===== config.mk =====
export PLATFORM = sky130hd
export DESIGN_NAME = decoder_sched
export DESIGN_NICKNAME = d
export VERILOG_FILES = /design/src/rtl/decoder_pkg.sv /design/src/rtl/decoder_slot_map.sv /design/src/rtl/decoder_sched.sv
export SDC_FILE = /design/constraint.sdc
export NUM_CORES = 1
export LEC_CHECK = 0
export ABC_AREA = 1
export ABC_CLOCK_PERIOD_IN_PS = 4000
export CORE_UTILIZATION = 30
export DETAILED_ROUTE_END_ITERATION = 6
export SLEW_MARGIN = 20
export SYNTH_ARGS = -nofsm -noshare
export SYNTH_HDL_FRONTEND = slang
export SYNTH_SLANG_ARGS = --single-unit

===== constraint.sdc =====
create_clock -name clk -period 4 [get_ports clk]
set_clock_uncertainty 0.2 [all_clocks]
set_input_delay 0.6 -clock clk [delete_from_list [all_inputs] [get_ports clk]]
set_output_delay 0.6 -clock clk [all_outputs]
set_load 0.02 [all_outputs]

===== src/rtl/decoder_pkg.sv =====
// Shared types and sizing helpers for the CIM filter-decoder pass scheduler.
// Optional watchdog is enabled in decoder_sched by defining DECODER_WATCHDOG_EN.
package decoder_pkg;

    typedef enum logic [2:0] {
        IDLE  = 3'd0,
        ISSUE = 3'd1,
        WAIT  = 3'd2,
        ACC   = 3'd3,
        DONE  = 3'd4
    } state_t;

    function automatic int f_bit_out_ch(input int out_ch);
        return $clog2(out_ch);
    endfunction

    function automatic int f_slots(input int num_macro, input int max_num_filter);
        return num_macro * max_num_filter;
    endfunction

    function automatic int f_num_pass(input int n, input int slots);
        return (n + slots - 1) / slots;
    endfunction

endpackage


===== src/rtl/decoder_slot_map.sv =====
// Combinational map from (pass, filter count) to the WHICH_FILTER word and
// per-slot valid mask; the caller registers the result.
module decoder_slot_map
    import decoder_pkg::*;
#(
    parameter int NUM_MACRO      = 1,
    parameter int MAX_NUM_FILTER = 1,
    parameter int OUT_CH         = 64
) (
    input  logic [$clog2(OUT_CH):0]                              pass,
    input  logic [$clog2(OUT_CH):0]                              n,
    output logic [NUM_MACRO*MAX_NUM_FILTER*$clog2(OUT_CH)-1:0]   which_filter,
    output logic [NUM_MACRO*MAX_NUM_FILTER-1:0]                  slot_valid
);

    localparam int BIT_OUT_CH = f_bit_out_ch(OUT_CH);
    localparam int SLOTS      = f_slots(NUM_MACRO, MAX_NUM_FILTER);

    logic [31:0] f_s;

    // Slot s of pass p carries filter p*SLOTS+s when that index is inside the job.
    always_comb begin
        which_filter = {(SLOTS*BIT_OUT_CH){1'b0}};
        slot_valid   = {SLOTS{1'b0}};
        f_s          = 32'd0;
        for (int s = 0; s < SLOTS; s++) begin
            f_s = 32'(pass) * 32'(SLOTS) + 32'(s);
            if (f_s < 32'(n)) begin
                which_filter[s*BIT_OUT_CH +: BIT_OUT_CH] = f_s[BIT_OUT_CH-1:0];
                slot_valid[s]                            = 1'b1;
            end else begin
                which_filter[s*BIT_OUT_CH +: BIT_OUT_CH] = {BIT_OUT_CH{1'b0}};
                slot_valid[s]                            = 1'b0;
            end
        end
    end

endmodule


===== src/rtl/decoder_sched.sv =====
// Pass scheduler: splits a filter job into decoder passes and hands each to the
// accumulator. Define DECODER_WATCHDOG_EN to add the WAIT-state watchdog and err.
module decoder_sched
    import decoder_pkg::*;
#(
    parameter int NUM_MACRO      = 1,
    parameter int MAX_NUM_FILTER = 1,
    parameter int OUT_CH         = 64,
    parameter int WD_CYCLES      = 16
) (
    input  logic                                                clk,
    input  logic                                                rst_n,
    input  logic                                                start,
    input  logic [$clog2(OUT_CH):0]                             cfg_num_filter,
    output logic                                                busy,
    output logic                                                done,
    output logic                                                dec_in_valid,
    output logic [NUM_MACRO*MAX_NUM_FILTER*$clog2(OUT_CH)-1:0]  dec_which_filter,
    input  logic                                                dec_out_valid,
    output logic [NUM_MACRO*MAX_NUM_FILTER-1:0]                 slot_valid,
    output logic [$clog2(OUT_CH):0]                             pass_idx,
    output logic                                                acc_valid,
    input  logic                                                acc_ready,
    output logic                                                acc_last,
    output logic                                                err
);

    localparam int BIT_OUT_CH = f_bit_out_ch(OUT_CH);
    localparam int SLOTS      = f_slots(NUM_MACRO, MAX_NUM_FILTER);
    localparam int CW         = BIT_OUT_CH + 1;
    localparam int FW         = SLOTS * BIT_OUT_CH;

    state_t          state_r, state_nxt_s;
    logic [CW-1:0]   n_r, n_nxt_s, pass_r, pass_nxt_s, clamp_s;
    logic            last_s, timeout_s;
    logic [FW-1:0]   map_which_s, which_r, which_nxt_s;
    logic [SLOTS-1:0] map_valid_s, slot_valid_r, slot_valid_nxt_s;
    logic [CW-1:0]   pass_idx_r, pass_idx_nxt_s;
    logic            busy_r, busy_nxt_s, done_r, done_nxt_s;
    logic            in_valid_r, in_valid_nxt_s, acc_valid_r, acc_valid_nxt_s;
    logic            acc_last_r, acc_last_nxt_s;

    assign clamp_s = (cfg_num_filter > CW'(OUT_CH)) ? CW'(OUT_CH) : cfg_num_filter;
    // Avoids a divider: this pass is last once its slots cover every filter.
    assign last_s  = ((32'(pass_r) + 32'd1) * 32'(SLOTS)) >= 32'(n_r);

    // Mapping is computed for the pass about to be issued so it lands registered.
    decoder_slot_map #(
        .NUM_MACRO      (NUM_MACRO),
        .MAX_NUM_FILTER (MAX_NUM_FILTER),
        .OUT_CH         (OUT_CH)
    ) u_slot_map (
        .pass         (pass_nxt_s),
        .n            (n_nxt_s),
        .which_filter (map_which_s),
        .slot_valid   (map_valid_s)
    );

    // State, job context and registered outputs.
    always_ff @(posedge clk or negedge rst_n) begin
        if (!rst_n) begin
            state_r      <= IDLE;
            n_r          <= {CW{1'b0}};
            pass_r       <= {CW{1'b0}};
            which_r      <= {FW{1'b0}};
            slot_valid_r <= {SLOTS{1'b0}};
            pass_idx_r   <= {CW{1'b0}};
            busy_r       <= 1'b0;
            done_r       <= 1'b0;
            in_valid_r   <= 1'b0;
            acc_valid_r  <= 1'b0;
            acc_last_r   <= 1'b0;
        end else begin
            state_r      <= state_nxt_s;
            n_r          <= n_nxt_s;
            pass_r       <= pass_nxt_s;
            which_r      <= which_nxt_s;
            slot_valid_r <= slot_valid_nxt_s;
            pass_idx_r   <= pass_idx_nxt_s;
            busy_r       <= busy_nxt_s;
            done_r       <= done_nxt_s;
            in_valid_r   <= in_valid_nxt_s;
            acc_valid_r  <= acc_valid_nxt_s;
            acc_last_r   <= acc_last_nxt_s;
        end
    end

    // Next-state and job-context update.
    always_comb begin
        state_nxt_s = state_r;
        n_nxt_s     = n_r;
        pass_nxt_s  = pass_r;
        case (state_r)
            IDLE: begin
                if (start) begin
                    n_nxt_s     = clamp_s;
                    pass_nxt_s  = {CW{1'b0}};
                    state_nxt_s = (clamp_s != {CW{1'b0}}) ? ISSUE : DONE;
                end else begin
                    state_nxt_s = IDLE;
                end
            end
            ISSUE: state_nxt_s = WAIT;
            WAIT: begin
                if (dec_out_valid) begin
                    state_nxt_s = ACC;
                end else if (timeout_s) begin
                    state_nxt_s = DONE;
                end else begin
                    state_nxt_s = WAIT;
                end
            end
            ACC: begin
                if (acc_ready) begin
                    if (last_s) begin
                        state_nxt_s = DONE;
                    end else begin
                        state_nxt_s = ISSUE;
                        pass_nxt_s  = pass_r + CW'(1);
                    end
                end else begin
                    state_nxt_s = ACC;
                end
            end
            DONE:    state_nxt_s = IDLE;
            default: state_nxt_s = IDLE;
        endcase
    end

    // Output values for the coming cycle, derived from the state being entered.
    always_comb begin
        busy_nxt_s      = (state_nxt_s == ISSUE) || (state_nxt_s == WAIT) || (state_nxt_s == ACC);
        done_nxt_s      = (state_nxt_s == DONE);
        in_valid_nxt_s  = (state_nxt_s == ISSUE);
        acc_valid_nxt_s = (state_nxt_s == ACC);
        acc_last_nxt_s  = (state_nxt_s == ACC) && last_s;
        case (state_nxt_s)
            ISSUE: begin
                which_nxt_s      = map_which_s;
                slot_valid_nxt_s = map_valid_s;
                pass_idx_nxt_s   = pass_nxt_s;
            end
            WAIT, ACC: begin
                which_nxt_s      = which_r;
                slot_valid_nxt_s = slot_valid_r;
                pass_idx_nxt_s   = pass_idx_r;
            end
            default: begin
                which_nxt_s      = {FW{1'b0}};
                slot_valid_nxt_s = {SLOTS{1'b0}};
                pass_idx_nxt_s   = {CW{1'b0}};
            end
        endcase
    end

`ifdef DECODER_WATCHDOG_EN
    localparam int WDW = $clog2(WD_CYCLES + 1);

    logic [WDW-1:0] wd_cnt_r;
    logic           err_r;

    // Counts cycles since the pass was issued; timeout is judged only in WAIT.
    assign timeout_s = (state_r == WAIT) && !dec_out_valid && (wd_cnt_r == WDW'(WD_CYCLES - 1));

    // Watchdog counter restarts at each issue.
    always_ff @(posedge clk or negedge rst_n) begin
        if (!rst_n) begin
            wd_cnt_r <= {WDW{1'b0}};
        end else if (state_nxt_s == ISSUE) begin
            wd_cnt_r <= {WDW{1'b0}};
        end else if ((state_r == ISSUE) || (state_r == WAIT)) begin
            wd_cnt_r <= wd_cnt_r + WDW'(1);
        end else begin
            wd_cnt_r <= wd_cnt_r;
        end
    end

    // Sticky error, cleared only by the next accepted start.
    always_ff @(posedge clk or negedge rst_n) begin
        if (!rst_n) begin
            err_r <= 1'b0;
        end else if ((state_r == IDLE) && start) begin
            err_r <= 1'b0;
        end else if (timeout_s) begin
            err_r <= 1'b1;
        end else begin
            err_r <= err_r;
        end
    end

    assign err = err_r;
`else
    assign timeout_s = 1'b0;
    assign err       = 1'b0;
`endif

    assign busy             = busy_r;
    assign done             = done_r;
    assign dec_in_valid     = in_valid_r;
    assign dec_which_filter = which_r;
    assign slot_valid       = slot_valid_r;
    assign pass_idx         = pass_idx_r;
    assign acc_valid        = acc_valid_r;
    assign acc_last         = acc_last_r;

endmodule


# == Yosys cells after proc, flatten, opt, wreduce, memory -nomap -nowiden ==
# Index checks and enable logic that the tools add are counted.
# word_totals
input_bits,12
ff_bits,36
elab_cells,47
# classes
mux,18
n_eq_ne,7
n_lt_le_gt_ge,3
reduce_logical,6
addsub,2
# ops
operator,n
$mux W7,6
$pmux W7 S2,2
$eq A3 B2 Y1 const B,4
$mux W3,4
$pmux W3 S4,1
$pmux W6 S2,1
$add A7 B1 Y8 const B,1
$ge A8 B7 Y1,1
$add A7 B1 Y7 const B,1
$gt A7 B7 Y1 const B,1
$lt A7 B7 Y1,1
$reduce_bool A7 Y1,1
$eq A3 B1 Y1 const B,2
$mux W6,1
$eq A3 B3 Y1 const B,1
$logic_not A3 Y1,1
$logic_or A1 B1 Y1,2
$mux W1,2
$pmux W1 S2,1
$reduce_or A2 Y1,1
$logic_and A1 B1 Y1,1

# == Longest topological paths before layout ==
# Gate-level depths: netlist of the first run.
# depth
ltp_word,9
mapped_depth,25
depth_no_buf,25

# == Hierarchy ==
# Synthesis of the first run repeated with hierarchy kept, for this count alone.
# unflattened
cells_unflattened,272
area_unflattened_um2,2215.9
# by_module_without_submodules
mod,area_each_um2,seq_area_each_um2,cells_each,n_inst
decoder_sched,1989.4,900.9,228,1
decoder_slot_map,226.5,0.0,44,1

# == Worst setup path after synthesis of the first run ==
# No wires, ideal clock.
# synth_path
path_type,register -> register
from,register pass_r[0]
to,"register which_r[1], in the netlist dec_which_filter[1]"
path_stages_with_launch,24
n_path_buf,0
arrival_time_ns,2.858
synth_period_minus_slack_ns,3.175
setup_time_ns,0.117
slack_ns,0.825
cell_sequence,dfrtp_1 ha_1 nand2_1 inv_2 nand3_1 xor2_1 inv_1 ha_1 nand2_1 nand2_1 nor2_2 nand2_1 nor2_1 nand2_1 o211ai_1 o21ai_1 ha_1 nand2_1 inv_1 nand2_2 nor2_2 nand2_2 nand3_1 nand2_1
# synth_via
elab_chain_cells,8
elab_cells_between_ends,17
# synth_rtl
element,line,source
start: declaration,decoder_sched.sv:34,"logic [CW-1:0] n_r, n_nxt_s, pass_r, pass_nxt_s, clamp_s;"
start signal: assignment,decoder_sched.sv:64,pass_r <= {CW{1'b0}};
start signal: assignment,decoder_sched.sv:76,pass_r <= pass_nxt_s;
$add A7 B1 Y8,decoder_sched.sv:45,assign last_s = ((32'(pass_r) + 32'd1) * 32'(SLOTS)) >= 32'(n_r);
$ge A8 B7 Y1,decoder_sched.sv:45,
$mux W7 (*),decoder_sched.sv:115,if (last_s) begin
$mux W7 (*),decoder_sched.sv:114,if (acc_ready) begin
$pmux W7 S2 (*),decoder_sched.sv:93,case (state_r)
named net pass_nxt_s[6],decoder_sched.sv:34,
$lt A7 B7 Y1 (*),decoder_slot_map.sv:28,if (f_s < 32'(n)) begin
$mux W6 (*),decoder_slot_map.sv:28,
$pmux W6 S2 (*),decoder_sched.sv:137,case (state_nxt_s)
end signal: assignment,decoder_sched.sv:65,which_r <= {FW{1'b0}};
end signal: assignment,decoder_sched.sv:77,which_r <= which_nxt_s;
end: declaration,decoder_sched.sv:36,"logic [FW-1:0] map_which_s, which_r, which_nxt_s;"
# Mark *: on every way through the listed nets, which the timed path passes. The rest lies on a longest branch.
# A chain may end at the register's enable or synchronous reset.

# == Final worst setup path of the first run ==
# layout_path
from,register pass_r[0]
to,"register which_r[0], in the netlist dec_which_filter[0]"
# Same word-level chain as after synthesis.

==> results.py, run 1 <==
metrics = {
    "clock_network": {
        "ctsResizeCount": 0,
        "max-clock-path-buffers": 2,
        "cts-buffers-inserted": 5,
        "cts.sinks": 36,
        "cts-root-buf": "clkbuf_8",
        "cts_tree": "yes",
        "cts-htree-levels": 2,
        "clk_transition_reported_paths_ps": 80,
        "holdBufCountCts": 0,
        "clk-insertion-delay-late_ps": 290,
        "post_cts_buffers": 0,
    },
    "sta": {
        "hold_viol_final": 0,
        "finalCritPeriodShare_pct": 87.2,
        "max_freq_mhz": 287,
        "drv_slew": 0,
        "finalSetupViolCount": 0,
        "setup_tns_ps": 0,
        "rsz0062_at_grt": "no",
        "fin_crit_ps": 3490,
        "worst_pin_slew_ps": 974,
        "slew_headroom_pct": 34.7,
    },
    "route": {
        "wl_per_cell_um": 12.1,
        "routed_via_density": 4.50,
        "drc_errors": 8,
        "drt_first_pass_iters": 6,
        "drtIter0Drc": 69,
        "vias": 1592,
        "routed_wirelength_um": 4290,
        "drtAntennaViolNets": 0,
    },
    "placed_design": {
        "place_area_mm2": 0.00240,
        "io_buffer_count": 30,
        "gp_congestion": 0.908,
        "hpwl_um": 3410,
    },
    "pwr": {
        "internal_power_w": 0.00101,
        "clock_power_share_pct": 13.5,
        "p_comb_share_pct": 57.0,
        "seq_power_share_pct": 29.5,
        "p_switching_w": 0.000884,
        "ir_worst_vdd_mv": 0.211,
        "p_per_area_mw_per_mm2": 762,
        "p_leak_nw": 1.36,
        "switching_share_pct": 46.6,
    },
    "worst_setup_path": {
        "worst-setup-path-type": "register to register",
        "crit_path_start_kind": "register",
        "arrival_ps": 3470,
        "crit_required_ps": 3990,
        "crit_path_end_kind": "register",
        "crit_fanout": 7,
    },
    "logic_synthesis": {
        "seq_area_frac_synth_pct": 44.6,
        "synthCells": 241,
        "yosysTopAreaCellShare_pct": 44.6,
        "yosysWarnings": 0,
        "syn_area_per_cell_um2": 8.38,
        "synthTopCellsByArea": "dfrtp_1 (45%), nand2_1 (11%), inv_1 (8.2%), ha_1 (8.0%), nand3_1 (4.2%)",
        "yosysTopAreaCell": "dfrtp_1",
        "syn_nets": 266,
        "ys_ff_latch": 36,
        "synth_cell_types": 36,
        "synthesis.area_mm2": 0.00202,
    },
    "cells_and_area": {
        "final_common_cell": "nand2_1",
        "diodes": 0,
        "syn_to_final_growth_pct": 23.2,
        "layout_common_cells": "nand2_1 (59), inv_1 (44), dfrtp_1 (36), clkdlybuf4s50_1 (29), nand3_1 (17)",
        "final_area_mm2": 0.00249,
        "drive_gt1_share_pct": 13.4,
        "nets": 301,
    },
    "min_path": {
        "hp-class": "input pin to asynchronous set/reset pin",
    },
    "floorplanning": {
        "fp.dieW_um": 84.1,
        "start_util_pct": 31.5,
        "rows": 29,
        "num_io_pins": 32,
        "core_area_mm2": 0.00642,
        "die_y_um": 84.1,
        "die-area_mm2": 0.00707,
    },
    "outcome": {
        "violations": "design-rule violations",
        "status": "complete, but fails checks",
    },
    "grt": {
        "grt_pass1_wl_um": 7240,
        "antenna_found_initial": 0,
        "grt_usage_pct": 13.3,
        "grt_pass1_vias": 1551,
        "grt_max_degree": 37,
        "overflow": 0,
    },
    "flow_run": {
        "drv_cap": 0,
    },
}
-- cells in the mapped netlist (all sizes together) --
cell type  instances
nor3               3
o211ai             2
nand3             19
nor2              17
a32o               2
inv               51
o22ai              3
a21oi              5
buf                1
and3               1
a31oi              1
ha                13
a21o               1
nand2             65
conb               1
clkbuf             1
nand4              3
xor2               4
a22oi              1
dfrtp             36
o21ai              9
or2                1
a22o               1
-- area by class of cell --
class	instances	area, um2
inverter	51	194
sequential	36	901
fill	668	3930
timing repair buffer	30	295
multi-input combinational	152	915
clock inverter	3	18.8
clock buffer	5	68.8
tap	77	96.3
-- registers in the layout, indices dropped and copies added (netlist names) --
register and cells:
state_r 3, pass_r 7, n_r 7, acc_last 1
dec_in_valid 1, pass_idx 7, acc_valid 1, busy 1
slot_valid 1, dec_which_filter 6, done 1
-- path summary, 6_finish.rpt --
check                                    startpoint             endpoint  slack, ps  cells past startpoint
worst max register to register            pass_r[0]  dec_which_filter[0]        510                     23
max in group asynchronous                     rst_n           state_r[1]       2910                      1
worst max-delay path                      pass_r[0]  dec_which_filter[0]        510                     23
worst min register to register  dec_which_filter[1]  dec_which_filter[1]        280                      2
min in group clk                dec_which_filter[1]  dec_which_filter[1]        280                      2
worst min-delay path                          rst_n               n_r[2]        190                      1
-- layer usage --
metal / up-vias / GRT usage, % / part of all wire [%]
met5: - / 0 / 0
met4: 0 / 3.76 / 1.3
met3: 6 / 3.76 / 3.7
met2: 27 / 21.8 / 49
met1: 735 / 17.0 / 46
li1: 824 / - / -
-- power by group through the flow --
stage / clock network, W / registers (W) / logic, W
finish: 0.000256 / 0.000560 / 0.00108
floorplan: 0 / 0.000619 / 0.000723
global route: 0.000279 / 0.000576 / 0.00122
detailed placement: 0 / 0.000567 / 0.00109
CTS: 0.000266 / 0.000561 / 0.00110
global placement: 0 / 0.000565 / 0.00107
-- stage by stage --
step | util (%) | power (W) | hold WS [ps] | setup slack [ps] | cells
2_1_floorplan | - | 0.00134 | 104 | 825 | 241
3_3_place_gp | 37.4 | 0.00164 | 266 | 561 | 346
3_5_place_dp | 37.4 | 0.00166 | 266 | 525 | 346
4_1_cts | 38.7 | 0.00192 | 223 | 518 | 354
5_1_grt | 38.7 | 0.00208 | 271 | 196 | 354
6_report | 38.7 | 0.00190 | 187 | 513 | 354
-- logic make-up after synthesis --
group	count (synthesis)	synth area share (%)
other	1	0.186
buffers and inverters	53	10.2
AOI/OAI and AO/OA	25	9.29
adders and majority gates	13	8.05
xor gates and xnor gates	4	1.73
DFF	36	44.6
and+or+nand+nor	109	26.0
-- worst max-delay path, stage by stage, from the launching register on --
cell	delay, ps
dfrtp_1	430
ha_1	230
nand2_1	70
inv_2	50
nand3_1	80
xor2_1	180
inv_1	60
ha_1	280
nand2_1	90
nand2_1	60
nor2_2	170
nand2_1	120
nor2_1	180
o21ai_1	100
nand3_1	70
o21ai_1	150
ha_1	340
nand2_1	50
inv_1	40
nand2_1	40
nand2_1	120
nand2_2	120
nand3_1	110
nand2_1	60
(Power assumes the default switching activity.)
==> run 2: changes to the inputs <==
--- a/config.mk
+++ b/config.mk
@@ -8,6 +8,7 @@
 export ABC_AREA = 1
 export ABC_CLOCK_PERIOD_IN_PS = 4000
 export CORE_UTILIZATION = 30
+export CTS_BUF_LIST = sky130_fd_sc_hd__clkbuf_16
 export DETAILED_ROUTE_END_ITERATION = 6
 export SLEW_MARGIN = 20
 export SYNTH_ARGS = -nofsm -noshare
==> run 2 against run 1 <==
The run still ends with design-rule violations left. Final area increased by 2.3%. Combinational power is essentially flat. Final cell count did not move. Wire length up 0.19%. First-iteration DRC count decreased by 13%. Clock-buffer cell count stayed put. Fmax decreased by 0.11%. Total power increased by 6.3%. Non-clock buffer count unchanged. Critical path type unchanged. Highest routed layer unchanged.
==> results.py, run 2 (synthesis results as in run 1) <==
metrics = {
    "clock_network": {
        "cts-root-buf": "clkbuf_16",
        "cts-htree-levels": 2,
        "max-clock-path-buffers": 2,
        "cts.sinks": 36,
        "cts_tree": "yes",
        "ctsResizeCount": 0,
        "holdBufCountCts": 0,
        "cts-buffers-inserted": 5,
        "clk-insertion-delay-late_ps": 280,
        "post_cts_buffers": 0,
        "clk_transition_reported_paths_ps": 60,
    },
    "route": {
        "wl_per_cell_um": 12.1,
        "routed_via_density": 4.51,
        "drt_first_pass_iters": 6,
        "routed_wirelength_um": 4300,
        "drc_errors": 7,
        "drtAntennaViolNets": 0,
        "vias": 1597,
        "drtIter0Drc": 60,
    },
    "cells_and_area": {
        "nets": 301,
        "drive_gt1_share_pct": 13.4,
        "finalNonFillerCells": 354,
        "final_area_mm2": 0.00254,
        "diodes": 0,
        "layout_common_cells": "nand2_1 (59), inv_1 (44), dfrtp_1 (36), clkdlybuf4s50_1 (29), nand3_1 (17)",
        "post-route-util_pct": 39.6,
        "final_common_cell": "nand2_1",
        "syn_to_final_growth_pct": 25.9,
    },
    "min_path": {
        "hp-class": "input pin to asynchronous set/reset pin",
    },
    "worst_setup_path": {
        "rr_endpoint": "dec_which_filter[0]",
        "crit_path_end_kind": "register",
        "arrival_ps": 3460,
        "crit_path_start_kind": "register",
        "rr_startpoint": "pass_r[0]",
        "crit_required_ps": 3970,
        "worstRegToRegCells": 23,
        "worst-setup-path-type": "register to register",
        "r2r_slack_ps": 510,
        "crit_fanout": 7,
    },
    "grt": {
        "grt_usage_pct": 13.2,
        "antenna_found_initial": 0,
        "overflow": 0,
        "grt_pass1_vias": 1572,
        "grt_pass1_wl_um": 7270,
        "grt_max_degree": 37,
    },
    "sta": {
        "finalCritPeriodShare_pct": 87.3,
        "hold_viol_final": 0,
        "worst_hold_slack_ps": 204,
        "fin_crit_ps": 3490,
        "drv_slew": 0,
        "rsz0062_at_grt": "no",
        "max_freq_mhz": 286,
        "slew_headroom_pct": 35.2,
        "setup_tns_ps": 0,
        "finalSetupViolCount": 0,
        "worst_pin_slew_ps": 967,
    },
    "floorplanning": {
        "die_y_um": 84.1,
        "rows": 29,
        "num_io_pins": 32,
        "start_util_pct": 31.5,
        "die-area_mm2": 0.00707,
        "fp.dieW_um": 84.1,
        "core_area_mm2": 0.00642,
    },
    "pwr": {
        "ir_worst_vdd_mv": 0.212,
        "p_leak_nw": 1.38,
        "p_per_area_mw_per_mm2": 793,
    },
    "placed_design": {
        "hpwl_um": 3410,
        "gp_congestion": 0.908,
        "io_buffer_count": 30,
        "dp.cells": 346,
        "place_area_mm2": 0.00240,
    },
    "outcome": {
        "status": "complete, but fails checks",
        "violations": "design-rule violations",
    },
    "flow_run": {
        "drv_cap": 0,
    },
}
-- run 2: cell counts in the layout (fill, tap and decap cells not counted) --
Identical to the previous run, type by type.
-- run 2: power by group --
| group | internal [W] | total [W] | switching (W) |
|---|---|---|---|
| Sequential | 0.000488 | 0.000561 | 0.0000733 |
| Combinational | 0.000405 | 0.00108 | 0.000676 |
| Clock | 0.000229 | 0.000375 | 0.000146 |
-- run 2: area by class of cell --
class	count	area, um2
Multi-Input combinational cell	152	915
Sequential cell	36	901
Clock buffer	5	125
Timing Repair Buffer	30	295
Clock inverter	3	18.8
Tap cell	77	96.3
Fill cell	664	3880
Inverter	51	194
-- run 2: per-layer routing --
layer	part of all wire, %	track usage [%]	up-vias	wire length (um)
li1	-	-	825	-
met4	0.70	3.45	0	30
met1	46	16.8	733	1980
met2	49	21.8	35	2110
met5	0	0	-	0
met3	4.2	4.06	4	181
-- run 2: worst max path at each step --
stage	from	end	slack [ps]
finish	pass_r[0]	dec_which_filter[0]	510
global route	pass_r[0]	dec_which_filter[3]	200
CTS	pass_r[0]	dec_which_filter[1]	520
detailed placement	pass_r[0]	dec_which_filter[1]	520
global placement	pass_r[0]	dec_which_filter[1]	560
floorplan	pass_r[0]	dec_which_filter[1]	820
-- run 2: worst max-delay path, stage by stage, from the launching register on --
cell	delay (ps)
dfrtp_1	420
ha_1	230
nand2_1	70
inv_2	50
nand3_1	90
xor2_1	180
inv_1	60
ha_1	280
nand2_1	90
nand2_1	60
nor2_2	170
nand2_1	120
nor2_1	180
o21ai_1	100
nand3_1	70
o21ai_1	150
ha_1	340
nand2_1	50
inv_1	40
nand2_1	40
nand2_1	110
nand2_2	110
nand3_1	100
nand2_1	60
-- run 2: per-stage QoR --
step / power [W] / setup WS (ps)
after global routing: 0.00220 / 195
after CTS: 0.00205 / 524
final: 0.00202 / 509
after floorplan: 0.00134 / 825
after global placement: 0.00164 / 561
after detailed placement: 0.00166 / 525
==> run 3: changes to the inputs <==
--- a/config.mk
+++ b/config.mk
@@ -10,6 +10,7 @@
 export CORE_UTILIZATION = 30
 export CTS_BUF_LIST = sky130_fd_sc_hd__clkbuf_16
 export DETAILED_ROUTE_END_ITERATION = 6
+export PLACE_DENSITY = 0.62
 export SLEW_MARGIN = 20
 export SYNTH_ARGS = -nofsm -noshare
 export SYNTH_HDL_FRONTEND = slang
==> run 3 against run 2 <==
Critical endpoint is now dec_which_filter[1]. The run still ends with design-rule violations left. Total power barely moved. Register-to-register slack improved by 20 ps. Largest cell class unchanged. Non-clock buffer count grew 1. Final cell count increased by 0.28%.
==> results.py, run 3 (synthesis results as in run 1) <==
metrics = {
    "outcome": {
        "status": "complete, but fails checks",
        "violations": "design-rule violations",
    },
    "pwr": {
        "clock_power_share_pct": 18.4,
        "switching_share_pct": 44.4,
        "internal_power_w": 0.00112,
        "p_leak_nw": 1.39,
        "ir_worst_vdd_mv": 0.238,
        "p_per_area_mw_per_mm2": 789,
        "p_comb_share_pct": 53.8,
        "p_switching_w": 0.000894,
        "seq_power_share_pct": 27.7,
    },
    "clock_network": {
        "cts-htree-levels": 2,
        "cts_tree": "yes",
        "cts-buffers-inserted": 5,
        "holdBufCountCts": 0,
        "clk_transition_reported_paths_ps": 60,
        "cts-root-buf": "clkbuf_16",
        "post_cts_buffers": 0,
        "cts.sinks": 36,
        "ctsResizeCount": 0,
        "max-clock-path-buffers": 2,
        "clk-insertion-delay-late_ps": 280,
    },
    "sta": {
        "fin_crit_ps": 3470,
        "drv_slew": 0,
        "worst_hold_slack_ps": 280,
        "slew_headroom_pct": 32.6,
        "setup_tns_ps": 0,
        "finalSetupViolCount": 0,
        "worst_pin_slew_ps": 1010,
        "finalCritPeriodShare_pct": 86.7,
        "rsz0062_at_grt": "no",
        "max_freq_mhz": 288,
        "hold_viol_final": 0,
        "setup_ws_ps": 533,
    },
    "route": {
        "vias": 1592,
        "routed_wirelength_um": 4300,
        "drtAntennaViolNets": 0,
        "drtIter0Drc": 68,
        "routed_via_density": 4.48,
        "drt_first_pass_iters": 6,
        "wl_per_cell_um": 12.1,
        "drc_errors": 2,
    },
    "placed_design": {
        "place_ws_ps": 523,
        "hpwl_um": 3340,
        "gp_congestion": 0.863,
        "dp.cells": 347,
        "io_buffer_count": 30,
    },
    "grt": {
        "antenna_found_initial": 0,
        "grt_pass1_vias": 1613,
        "grt_usage_pct": 13.8,
        "grt_max_degree": 37,
        "grt_pass1_wl_um": 7530,
        "overflow": 0,
    },
    "floorplanning": {
        "fp.dieW_um": 84.1,
        "rows": 29,
        "num_io_pins": 32,
        "die-area_mm2": 0.00707,
        "die_y_um": 84.1,
        "core_area_mm2": 0.00642,
        "start_util_pct": 31.5,
    },
    "cells_and_area": {
        "diodes": 0,
        "layout_common_cells": "nand2_1 (59), inv_1 (46), dfrtp_1 (36), clkdlybuf4s50_1 (30), nand3_1 (17)",
        "finalNonFillerCells": 355,
        "final_common_cell": "nand2_1",
        "drive_gt1_share_pct": 12.6,
        "nets": 302,
        "syn_to_final_growth_pct": 26.4,
    },
    "worst_setup_path": {
        "crit_path_end_kind": "register",
        "crit_required_ps": 3970,
        "worst-setup-path-type": "register to register",
        "arrival_ps": 3440,
        "crit_fanout": 7,
        "crit_path_start_kind": "register",
    },
    "min_path": {
        "hp-class": "register to register",
    },
    "flow_run": {
        "drv_cap": 0,
    },
}
## run 3: cell types whose count changed in the layout (fill, tap and decap cells not counted)
cell,change
buf_2,-1
clkdlybuf4s50_1,+1
clkinv_2,-2
inv_1,+2
buf_4,+1
## run 3: routing by layer
layer / wire [um] / part of all wire (%) / global-route usage, %
met5: 0 / 0 / 0
met4: 93 / 2.2 / 4.70
met3: 174 / 4.0 / 4.35
met2: 2060 / 48 / 22.9
met1: 1980 / 46 / 16.9
## run 3: per-stage QoR
step	total power, W	cell area, um2	utilization (%)
after floorplan	0.00134	2020	-
after global placement	0.00164	2410	37.6
after detailed placement	0.00166	2410	37.6
after CTS	0.00204	2550	39.8
after global routing	0.00221	2550	39.8
final	0.00202	2550	39.8
## run 3: worst paths after layout
check,start,endpoint,slack [ps],cells after the start
min reg2reg,pass_idx[5],pass_idx[5],280,2
min in group asynchronous,rst_n,n_r[5],530,2
max reg2reg,pass_r[0],dec_which_filter[1],530,23
max in group asynchronous,rst_n,state_r[0],2720,2
min,pass_idx[5],pass_idx[5],280,2
max,pass_r[0],dec_which_filter[1],530,23
## run 3: area by class of cell
| type | instances | area (um2) |
|---|---|---|
| Timing Repair Buffer | 31 | 308 |
| Clock buffer | 5 | 125 |
| Fill cell | 623 | 3870 |
| Tap cell | 77 | 96.3 |
| Multi-Input combinational cell | 152 | 915 |
| Inverter | 51 | 194 |
| Clock inverter | 3 | 16.3 |
| Sequential cell | 36 | 901 |
## run 3: power groups by stage
stage	Combinational (W)	Sequential [W]	Clock [W]
after CTS	0.00110	0.000559	0.000379
after global placement	0.00107	0.000564	0
after detailed placement	0.00109	0.000564	0
after global routing	0.00124	0.000574	0.000394
final	0.00109	0.000559	0.000372
after floorplan	0.000723	0.000619	0
## run 3: critical path, cell delays in order, from the launching register on
cell and delay (ps):
dfrtp_1 420, ha_1 230, nand2_1 70, inv_2 50, nand3_1 90, xor2_1 180
inv_1 60, ha_1 280, nand2_1 90, nand2_1 60, nor2_2 160, nand2_1 130
nor2_1 170, o21ai_1 90, nand3_1 70, o21ai_1 140, ha_1 340, nand2_1 50
inv_1 50, nand2_1 50, nand2_1 100, nand2_2 110, nand3_1 110, nand2_1 50
==> RTL edit 1: new RTL, flow settings as in run 1 <==
`MAX_NUM_FILTER` is set to 1 in 2 places; all go to 2.
--- a/src/rtl/decoder_slot_map.sv
+++ b/src/rtl/decoder_slot_map.sv
@@ -6,3 +6,3 @@
     parameter int NUM_MACRO      = 1,
-    parameter int MAX_NUM_FILTER = 1,
+    parameter int MAX_NUM_FILTER = 2,
     parameter int OUT_CH         = 64
--- a/src/rtl/decoder_sched.sv
+++ b/src/rtl/decoder_sched.sv
@@ -6,3 +6,3 @@
     parameter int NUM_MACRO      = 1,
-    parameter int MAX_NUM_FILTER = 1,
+    parameter int MAX_NUM_FILTER = 2,
     parameter int OUT_CH         = 64,
Interface: changed (resized dec_which_filter and slot_valid); port bits go from 32 to 39. The function was not compared with the original's and may differ.
==> RTL edit 1 against run 1 <==
- core utilization grew 1.5 points
- maximum frequency shrank 5.0%
- sequential cell count is 5 higher
- power grew 16%
- via count is 8.1% higher
- routed wire length is 14% higher
- critical path depth decreased by 6
- area after synthesis is 8.2% higher
- setup slack lost 0.18 ns
- cell area rose by 12%
- first-iteration DRC count fell by 7.2%
- largest cell class is now sequential cells
==> RTL edit 1: results <==
set metrics [dict create \
    ys_types 28 \
    status "finished clean" \
    gr-usage-met1_pct 19.5 \
    crit_fanout 6 \
    viasPerCell 4.36 \
    netlist_top_cells_count "58 x inv_1, 42 x nand2_1, 41 x dfrtp_1, 27 x nor2_1" \
    finalWeightedCongestion 0.844 \
    m1WireLength_um 2370 \
    reg2reg_slack_ns 0.33 \
    grt.total_usage_pct 14.8 \
    swShare_pct 44.9 \
    r2r_cells 17 \
    dp_hpwl_um 3580 \
    portBuffers 36 \
    dr_wl_met2_um 2330 \
    post_dp_cell_area_um2 2650 \
    synth_area_leaders "dfrtp_1 47%, inv_1 10%, ha_1 8.0%, nand2_1 7.2%, nor2_1 4.6%" \
    grtUsageMet3_pct 3.70 \
    dr.pass1.iters 4 \
    arrival_ns 3.70 \
    drt_iter0_drc 64 \
    grt_pass1_wl_um 8490 \
    fmax_mhz 272 \
    drive_gt1_share_pct 9.03 \
    clk-power_mw 0.359 \
    met2_usage_pct 23.9 \
    p_int_mw 1.21 \
    place_ws_ns 0.297 \
    grt_pass1_vias 1735 \
    drt-total-wl_um 4910 \
    p_leak_nw 1.42 \
    ir_drop_v 0.000323 \
    nets 324 \
    seq_area_frac_synth_pct 46.9 \
    synth_area_per_cell_um2 8.54 \
    num_vias 1721 \
]
[RTL edit 1: worst max-delay path, delay by kind of cell, from the launching register on]
kind / cells / cell delay [ns]
XOR/XNOR: 1 / 0.24
AO/OA/AOI/OAI: 6 / 1.08
adder cells (fa/ha/maj): 3 / 0.85
AND/OR/NAND/NOR: 5 / 0.57
flip-flops: 1 / 0.43
buffers and inverters: 2 / 0.23
[RTL edit 1: cell families (layout without fill, tap and decap cells)]
logic type	after synthesis	in the layout	synth area share, %
adder cells (fa/ha/maj)	14	14	8.01
buffers and inverters	63	105	11.3
flip-flops	41	41	46.9
other	1	2	0.172
XOR/XNOR	4	4	1.60
AO/OA/AOI/OAI	35	35	11.3
AND/OR/NAND/NOR	98	98	20.6
[RTL edit 1: final cells by class]
class,instances,area (um^2)
clock inverters,2,37.5
flip-flops and latches,41,1030
clock buffers,6,82.6
well taps,96,120
fillers,727,4130
inverters,59,221
multi-input cells,153,920
repair buffers,38,370
==> RTL edit 2: new RTL, settings of run 1 <==
Made on the original files. Re-encode `state_t` (5 states) as one-hot, 5 bits wide.
--- a/src/rtl/decoder_pkg.sv
+++ b/src/rtl/decoder_pkg.sv
@@ -4,8 +4,8 @@
 
-    typedef enum logic [2:0] {
-        IDLE  = 3'd0,
-        ISSUE = 3'd1,
-        WAIT  = 3'd2,
-        ACC   = 3'd3,
-        DONE  = 3'd4
+    typedef enum logic [4:0] {
+        IDLE  = 5'b00001,
+        ISSUE = 5'b00010,
+        WAIT  = 5'b00100,
+        ACC   = 5'b01000,
+        DONE  = 5'b10000
     } state_t;
Behaviour: same outputs for any inputs over 10 cycles, from zero or initial values and one cycle with rst_n low; not proved beyond that.
==> RTL edit 2 against run 1 <==
- the run still ends with DRC left
- first-iteration DRC count rose by 17%
- area after synthesis up 0.50%
- cell area up 2.9%
- setup slack worse by 0.095 ns
- routed wire length about the same
- sequential cell count rose by 2
- highest routed layer unchanged
Power is not compared: it rests on default switching activity, and its combinational part moved more than twofold at a synthesized area within 25%.
==> RTL edit 2: results <==
set metrics [dict create \
    nets 306 \
    drc 6 \
    reg2reg_slack_ns 0.42 \
    clk_latency_ns 0.29 \
    status "finished with violations" \
    synth_area_leaders "dfrtp_1 46%, nand2_1 13%, ha_1 8.0%, inv_1 7.8%, nand3_1 3.0%" \
    grt.total_usage_pct 13.3 \
    synth_nets 271 \
    grt_max_degree 39 \
    dp_hpwl_um 3480 \
    r2r-start "pass_r[0]" \
    place_ws_ns 0.314 \
    violations "DRC" \
    relSlewSlack_pct 44.5 \
    ys_types 30 \
    viasPerCell 4.43 \
    arrival_ns 3.62 \
    dp_cells 351 \
    clockBufferDepth 2 \
    fin_cells 359 \
    dr.pass1.iters 6 \
    cts_made_buffers 5 \
    min_path_type "input port to async pin" \
    syn_inst 246 \
    drt-total-wl_um 4290 \
    ir_drop_v 0.000189 \
    max_stage_delay_ns 0.47 \
    met2_usage_pct 22.6 \
    finalWeightedCongestion 0.830 \
    r2r-end "dec_which_filter[5]" \
    portBuffers 30 \
    grt_pass1_vias 1588 \
    r2r_cells 17 \
    drive_gt1_share_pct 11.7 \
    drt_iter0_drc 81 \
    antenna_found_initial 0 \
    antenna_cells 0 \
    clkTransAtPathRegs_ns 0.08 \
    ys_async_sr_fraction_pct 100 \
    postCtsSetupBuffers 0 \
    crit_fanout 9 \
    gr-usage-met1_pct 16.2 \
    netlist_top_cells_count "68 x nand2_1, 42 x inv_1, 37 x dfrtp_1, 13 x ha_1, 13 x nor2_1" \
    seq_area_frac_synth_pct 46.9 \
    grtUsageMet3_pct 3.05 \
    grt_pass1_wl_um 7380 \
]
## RTL edit 2: cell types whose count changed in the layout (fill, tap and decap cells not counted), moves of 3 or more
| cell | before | now |
|---|---|---|
| nand2_1 | 59 | 68 |
| nand3_1 | 17 | 12 |
| nor2_4 | 0 | 3 |
| o21ai_0 | 3 | 9 |
## RTL edit 2: power by group
group / switching [mW] / internal [mW] / total [mW]
logic: 0.329 / 0.184 / 0.513
registers: 0.0406 / 0.460 / 0.500
clock network: 0.139 / 0.250 / 0.389
## RTL edit 2: kinds of logic after synthesis
kind of cell | synth area share (%)
flops | 46.9
simple gates | 26.4
fa+ha+maj | 8.01
compound gates | 7.46
xor+xnor | 1.73
other cells | 0.185
buf+inv | 9.30
## RTL edit 2: routing by layer
layer,vias to the layer above,part of all wire [%]
met3,10,4.0
met1,718,46
met2,29,48
met4,0,2.1
li1,835,-
met5,-,0
## RTL edit 2: cell type report
type / count / area, um^2
Fill cell: 653 / 3900
Multi-Input combinational cell: 159 / 902
Sequential cell: 38 / 952
Inverter: 47 / 176
Timing Repair Buffer: 30 / 295
Clock buffer: 5 / 68.8
Clock inverter: 3 / 68.8
Tap cell: 77 / 96.3
## RTL edit 2: how the worst max path moves through the flow
stage,slack (ns),from,to,depth (start not counted)
global route,-0.02,pass_r[0],dec_which_filter[5],23
finish,0.42,pass_r[0],dec_which_filter[5],17
global placement,0.37,pass_r[0],dec_which_filter[5],17
CTS,0.28,pass_r[0],dec_which_filter[5],17
detailed placement,0.31,pass_r[0],dec_which_filter[5],17
floorplan,0.91,pass_r[0],dec_which_filter[0],17
## RTL edit 2: critical path, delay by kind of cell (launching register included)
| kind | cells | cell delay [ns] |
|---|---|---|
| AND/OR/NAND/NOR | 10 | 1.20 |
| adder cells (fa/ha/maj) | 3 | 0.83 |
| flip-flops | 1 | 0.47 |
| AO/OA/AOI/OAI | 2 | 0.43 |
| XOR/XNOR | 1 | 0.24 |
| buffers and inverters | 1 | 0.16 |
## RTL edit 2: through the flow
stage	cell area, um^2	hold WS, ns	TNS, ns
after floorplan	2030	0.104	0
after global placement	2410	0.263	0
after detailed placement	2410	0.266	0
after CTS	2550	0.237	0
after global routing	2560	0.285	-0.0157
final	2560	0.200	0
